$ cat src/rtl/prefix_adder_pipe.sv
// Pipelined Brent-Kung adder/subtractor with accumulator.
// Prefix levels are spread evenly across PIPE_STAGES registers.
module prefix_adder_pipe #(
  parameter int WIDTH       = 8,
  parameter int PIPE_STAGES = 2
) (
  input  logic             clk,
  input  logic             rst_n,
  input  logic             in_valid,
  output logic             in_ready,
  input  logic [1:0]       in_op,
  input  logic [WIDTH-1:0] in_a,
  input  logic [WIDTH-1:0] in_b,
  input  logic             in_cin,
  output logic             out_valid,
  input  logic             out_ready,
  output logic [WIDTH-1:0] out_sum,
  output logic             out_cout,
  output logic             out_ovf,
  output logic [WIDTH-1:0] acc_value
);

  localparam int LG = $clog2(WIDTH);
  localparam int NL = 2 * LG - 1;
  localparam int P  = PIPE_STAGES;

  typedef struct packed {
    logic [WIDTH-1:0] g;
    logic [WIDTH-1:0] p;
    logic [WIDTH-1:0] x;
    logic             cin;
    logic             am;
    logic             bm;
    logic             acc;
  } stg_t;

  typedef struct packed {
    logic [WIDTH-1:0] sum;
    logic             cout;
    logic             ovf;
  } res_t;

  // Levels 0..LG-1 are the up-sweep, the rest the down-sweep.
  function automatic stg_t bk_level(stg_t s, int l);
    stg_t r;
    int   d;
    int   sp;
    logic hit;
    r  = s;
    d  = (l < LG) ? l : 2 * LG - 2 - l;
    sp = 1 << d;
    for (int i = 0; i < WIDTH; i++) begin
      if (l < LG)
        hit = ((i + 1) % (2 * sp)) == 0;
      else
        hit = (((i + 1) % (2 * sp)) == sp) &&
              (i >= 2 * sp);
      if (hit) begin
        r.g[i] = s.g[i] | (s.p[i] & s.g[i-sp]);
        r.p[i] = s.p[i] & s.p[i-sp];
      end
    end
    return r;
  endfunction

  function automatic stg_t run_seg(stg_t s, int k);
    stg_t r;
    r = s;
    for (int l = 0; l < NL; l++) begin
      if (l >= (k * NL) / P && l < ((k + 1) * NL) / P)
        r = bk_level(r, l);
    end
    return r;
  endfunction

  function automatic res_t fin(stg_t s);
    res_t r;
    r.sum  = s.x ^ {s.g[WIDTH-2:0], s.cin};
    r.cout = s.g[WIDTH-1];
    r.ovf  = (s.am == s.bm) &&
             (r.sum[WIDTH-1] != s.am);
    return r;
  endfunction

  stg_t             stg_q [P];
  stg_t             stg_d [P];
  logic             vld_q [P];
  logic             vld_d [P];
  logic [WIDTH-1:0] acc_q, acc_d;
  logic             busy_q, busy_d;
  logic [WIDTH-1:0] be;
  logic             ce;
  stg_t             gen;
  res_t             res;
  res_t             res_in;
  logic             stall, adv, accept, enter;

  assign out_valid = vld_q[P-1];
  assign stall     = out_valid && !out_ready;
  assign adv       = !stall;
  assign in_ready  = rst_n && !stall &&
                     !(busy_q && in_op[1]);
  assign accept    = in_valid && in_ready;

  always_comb begin
    be = in_b;
    ce = in_cin;
    case (in_op)
      2'b00: begin be = in_b;  ce = in_cin; end
      2'b01: begin be = ~in_b; ce = 1'b1;   end
      2'b10: begin be = acc_q; ce = 1'b0;   end
      default: begin be = '0;  ce = 1'b0;   end
    endcase
    gen.x    = in_a ^ be;
    gen.p    = in_a ^ be;
    gen.g    = in_a & be;
    gen.g[0] = (in_a[0] & be[0]) | (gen.p[0] & ce);
    gen.cin  = ce;
    gen.am   = in_a[WIDTH-1];
    gen.bm   = be[WIDTH-1];
    gen.acc  = in_op[1];
  end

  always_comb begin
    stg_d[0] = run_seg(gen, 0);
    vld_d[0] = accept;
    for (int k = 1; k < P; k++) begin
      stg_d[k] = run_seg(stg_q[k-1], k);
      vld_d[k] = vld_q[k-1];
    end
  end

  assign res       = fin(stg_q[P-1]);
  assign res_in    = fin(stg_d[P-1]);
  assign out_sum   = res.sum;
  assign out_cout  = res.cout;
  assign out_ovf   = res.ovf;
  assign acc_value = acc_q;

  // An ACC/LOAD entering the output register retires the interlock.
  assign enter = adv && vld_d[P-1] && stg_d[P-1].acc;

  always_comb begin
    acc_d  = enter ? res_in.sum : acc_q;
    busy_d = busy_q;
    if (enter)
      busy_d = 1'b0;
    if (accept && in_op[1] && (P > 1))
      busy_d = 1'b1;
  end

  always_ff @(posedge clk) begin
    if (!rst_n) begin
      for (int k = 0; k < P; k++) begin
        stg_q[k] <= '0;
        vld_q[k] <= 1'b0;
      end
      acc_q  <= '0;
      busy_q <= 1'b0;
    end else begin
      if (adv) begin
        for (int k = 0; k < P; k++) begin
          stg_q[k] <= stg_d[k];
          vld_q[k] <= vld_d[k];
        end
      end
      acc_q  <= acc_d;
      busy_q <= busy_d;
    end
  end

endmodule

$ cat config.mk
export PLATFORM = sky130hd
export DESIGN_NAME = prefix_adder_pipe
export DESIGN_NICKNAME = d
export VERILOG_FILES = /design/src/rtl/prefix_adder_pipe.sv
export SDC_FILE = /design/constraint.sdc
export NUM_CORES = 1
export LEC_CHECK = 0
export BUFFER_PORTS_ARGS = -buffer_cell sky130_fd_sc_hd__buf_2
export CAP_MARGIN = 10
export CORE_MARGIN = 2
export CORE_UTILIZATION = 30
export DETAILED_ROUTE_END_ITERATION = 8
export GPL_TIMING_DRIVEN = 0
export PLACE_DENSITY = 0.56
export SETUP_SLACK_MARGIN = 0.02
export SLEW_MARGIN = 25
export SYNTH_ARGS = -nofsm -noshare
export SYNTH_HDL_FRONTEND = slang
export SYNTH_SLANG_ARGS = --single-unit
$ cat constraint.sdc
create_clock -name clk -period 5.45 [get_ports clk]
set_input_delay 0.8175 -clock clk [delete_from_list [all_inputs] [get_ports clk]]
set_output_delay 0.8175 -clock clk [all_outputs]
set_load 0.02 [all_outputs]
**After elaboration in Yosys (flattened, before gate mapping)**

Memory sizes are Yosys's and may differ from the RTL's.
Cells that the tools add are included.

- RAM bits: 58
- Register bits: 9
- Memories kept: 2
- Memory bits (read-only): 0
- Logic and storage cells: 79
- Latch bits: 0
- Output and inout port bits: 20

Memories:

| memory | depth | bits a word | read ports | clocked after Yosys merged registers in | write ports | RTL line | RTL |
|---|---|---|---|---|---|---|---|
| stg_q | 2 | 28 | 2 | 0 | 2 | 85 | `stg_t stg_q [P];` |
| vld_q | 2 | 1 | 2 | 0 | 2 | 87 | `logic vld_q [P];` |

- $lt $le $gt $ge: 0
- Bitwise gates (word level): 45
- Divide/modulo/power cells: 0
- Shift-type cells: 0
- $add $sub $neg: 0
- Multipliers: 0
- Muxes and demuxes: 12
- Equality and inequality tests: 4
- Reduce and logical (&&, ||, !) cells: 14

Operator list:

| kind | count |
|---|---|
| 28-bit two-way mux | 2 |
| 1-bit AND | 24 |
| 8-bit case mux with 3 select lines | 1 |
| 8-bit bitwise XOR | 3 |
| 1-bit OR | 16 |
| 1-bit logical AND | 9 |
| 8-bit AND | 1 |
| 1-bit two-way mux | 8 |
| 8-bit inverter | 1 |
| 1-bit logical NOT | 3 |
| 2-bit by 1-bit equality test with 1-bit output, second input constant | 1 |
| 2-bit equality test, second input constant | 1 |
| 2-bit logical NOT | 1 |
| 1-bit case mux with 2 select lines | 1 |
| 2-bit nonzero test | 1 |
| 1-bit equality test | 1 |
| 1-bit inequality test | 1 |

**Longest topological paths before layout**

- Depth after elaboration: 10
- Gate-level depth with buffers: 9

**Worst setup path after synthesis**

Ideal clock, no wire load.

- Path kind: input -> register
- From: input port rst_n
- To: memory stg_q[0][0] (netlist name) (enable)
- Setup time: 0.401 ns
- Slack: 2.994 ns
- Stages on the path: 3
- Arrival time: 2.055 ns
- Cells stage by stage: buf_4 > buf_2 > nand2_1

RTL lines:

| element | RTL line | RTL |
|---|---|---|
| start, declared | 8 | `input logic rst_n,` |
| end, declared | 85 |  |

**Worst setup path after layout**

- From: input port out_ready
- To: output port in_ready

- Longest elaborated chain between the ends: 5

Ends and longest elaborated chain:

| element | RTL line | RTL |
|---|---|---|
| start, declared | 16 | `input logic out_ready,` |
| 1-bit logical NOT | 99 | `assign stall = out_valid && !out_ready;` |
| 1-bit logical AND | 99 |  |
| 1-bit logical NOT | 101 | `assign in_ready = rst_n && !stall &&` |
| 1-bit logical AND (2 in a row) | 101 |  |
| end, declared | 10 | `output logic in_ready,` |

Every way passes these cells.

==> results.ini <==
[floorplanning]
die_h_um=96.0
io-pin-count=43
initial_utilization=0.309
std_cell_rows=33
die_width_um=96.0
dieArea_mm2=0.00921
core_mm2=0.00822

[global_routing]
track_usage=0.131
grt_pass1_vias=1725
antenna_found_initial=0
grt.overflow.total=0
grt_pass1_wl_um=8940
grt_max_degree=25

[synthesis]
synth_seq_area_share=0.580
async_flop_share=0
yosysWarnings=0
ys_types=33
syn_area_per_cell_um2=12.1
synth_commonest_cells=edfxtp_1 (43), and3_1 (31), nand2_1 (18)
yosys-top-cells-area=edfxtp_1 (51%), and3_1 (7.6%), dfxtp_1 (7.1%), ha_1 (5.4%), xor2_1 (4.1%)
synth_area_mm2=0.00254
synthCells=210
netlist.area_leader.share=0.509
synth_edf_count=43
yosysMostFrequentCell=edfxtp_1
synth_top_area_cell=edfxtp_1
synth_seq_cells=52
synth-main-ff-cell=edfxtp_1
synth_fp_nets=244

[detailed_routing]
firstDrtPassIters=4
wirelength_um=5470
vias=1720
ant_nets=0
drc=0
vias_per_cell=4.71
routedWlPerCell_um=15.0
dr.first_iter.drc_count=103

[clocking]
postCtsSetupRepairBufs=0
cts_resized=0
path_clk_slew_ns=0.09
clk_latency_ns=0.31
numCtsBuffers=5
cts_sinks=52
holdBufCountCts=0
htree_levels=2
clk_path_buf_depth=2
cts-root-buf=clkbuf_8
cts_tree=done

[placed_design]
dp_slack_ns=3.01
dpl_cell_area_mm2=0.00291
dp_hpwl_um=3980
numPortBuffers=41
routabilityCongestion=0.778

[layout]
nNetsFinal=293
drive_gt1_frac=0.265
syn_to_final_growth_pct=18.6
num_antenna_cells=0
design_area_mm2=0.00301

[pwr]
clkPwrFrac=0.294
total_power_uw=876
combinationalPowerShare=0.160
ir_worst_vdd_mv=0.129
leakagePower_uw=0.00141
p_per_area_mw_per_mm2=291
swShare=0.252
internal_power_uw=655
p_seq_frac=0.546
p_sw_uw=221

[job]
maxCapViolCount=0

[worst_setup_path]
cp.depth=6
crit_buf_inv=3
slowest_stage=buf_2
r2r_cells=3
max_stage_delay_ns=0.19
crit_fanout=10
arrival_ns=1.64
cpMostUsedCell=buf_2
worstPathRequired_ns=4.63
worstSetupStartpointType=input pin
path_class=input pin to output pin
cp-end-kind=output pin
rrSetupSlack_ns=3.71
crit_chain=buf_2 > nand2b_4 > buf_6 > nand2_4 > a21oi_1 > buf_2
critical-path-top-delay-family=buffers and inverters

[timing]
max_freq_ghz=0.407
layout_setup_ws_ns=3.00
slew_viol_final=0
setup_viol=0
setup_tns_ns=0
grt_setup_unrepaired=false
finalCritPeriodShare=0.450
period_minus_slack_ns=2.45
hold_viol=0
skew_ns=0.00459
tightest_slew_ns=0.544
slew_headroom=0.637

[worst_hold_path]
hold_path.class=flop to flop
min_path_cells=2

[run_status]
status=finished clean

-- layout make-up --
type	instances	area [µm²]
Sequential cell	52	1470
Buffer	12	76.3
Fill cell	828	5200
Clock buffer	5	68.8
Clock inverter	3	37.5
Timing Repair Buffer	42	233
Inverter	2	7.51
Tap cell	105	131
Multi-Input combinational cell	144	986
-- state kept, by name (all words and copies together), names as in the netlist --
name,flops
vld_q,2
stg_q,41
acc_value,8
busy_q,1
-- final timing paths --
path                                   from      endpoint
worst max-delay path              out_ready      in_ready
worst min-delay path                 busy_q        busy_q
worst max register to register  vld_q[0][1]  stg_q[0][37]
worst min register to register       busy_q        busy_q
-- power groups by stage --
stage | clock [µW] | combinational [µW] | sequential (µW)
after detailed placement | 0 | 141 | 488
after floorplan | 0 | 90.8 | 487
after CTS | 260 | 142 | 479
after global routing | 278 | 156 | 482
after global placement | 0 | 140 | 487
final | 257 | 140 | 478
-- through the flow --
stage                      util  instances  hold WS [ns]
after floorplan               -        210         0.473
after global placement    0.350        356         0.497
after detailed placement  0.354        357         0.492
after CTS                 0.367        365         0.507
after global routing      0.367        365         0.536
final                     0.367        365         0.509
-- metal layers --
layer  up-vias  track usage  share of wire
met5         -            0              0
met4         0       0.0429          0.015
met3         7       0.0290          0.064
met2        54        0.205           0.46
met1       795        0.180           0.46
li1        864            -              -
-- tightest hold or removal path, stage by stage (launching register included) --
cell and delay, ns:
dfxtp_1 0.34, nand2_1 0.06, o22ai_1 0.06
-- placed cells by master (no fill, tap or decap), types with 2 or more instances in the layout --
cell type,count
buf_2,48
edfxtp_1,43
and3_1,31
nand2_1,17
xor2_1,12
o21ai_1,11
a21oi_1,11
ha_1,11
nor2_1,10
xnor2_1,9
dfxtp_1,9
nand3_1,8
clkbuf_8,5
o22ai_1,4
a21o_1,2
buf_6,2
buf_4,2
inv_1,2
and2_1,2
a211oi_2,2
clkinv_1,2
-- logic make-up (layout without fill, tap and decap cells) --
| group | Yosys count | in the layout | share of synthesized area |
|---|---|---|---|
| adders and majority gates | 11 | 11 | 0.0542 |
| and+or+nand+nor | 77 | 77 | 0.167 |
| DFF | 52 | 52 | 0.580 |
| buffers and inverters | 14 | 64 | 0.0330 |
| AOI/OAI and AO/OA | 35 | 35 | 0.0936 |
| xor gates and xnor gates | 21 | 21 | 0.0725 |
(Power assumes the default switching activity.)
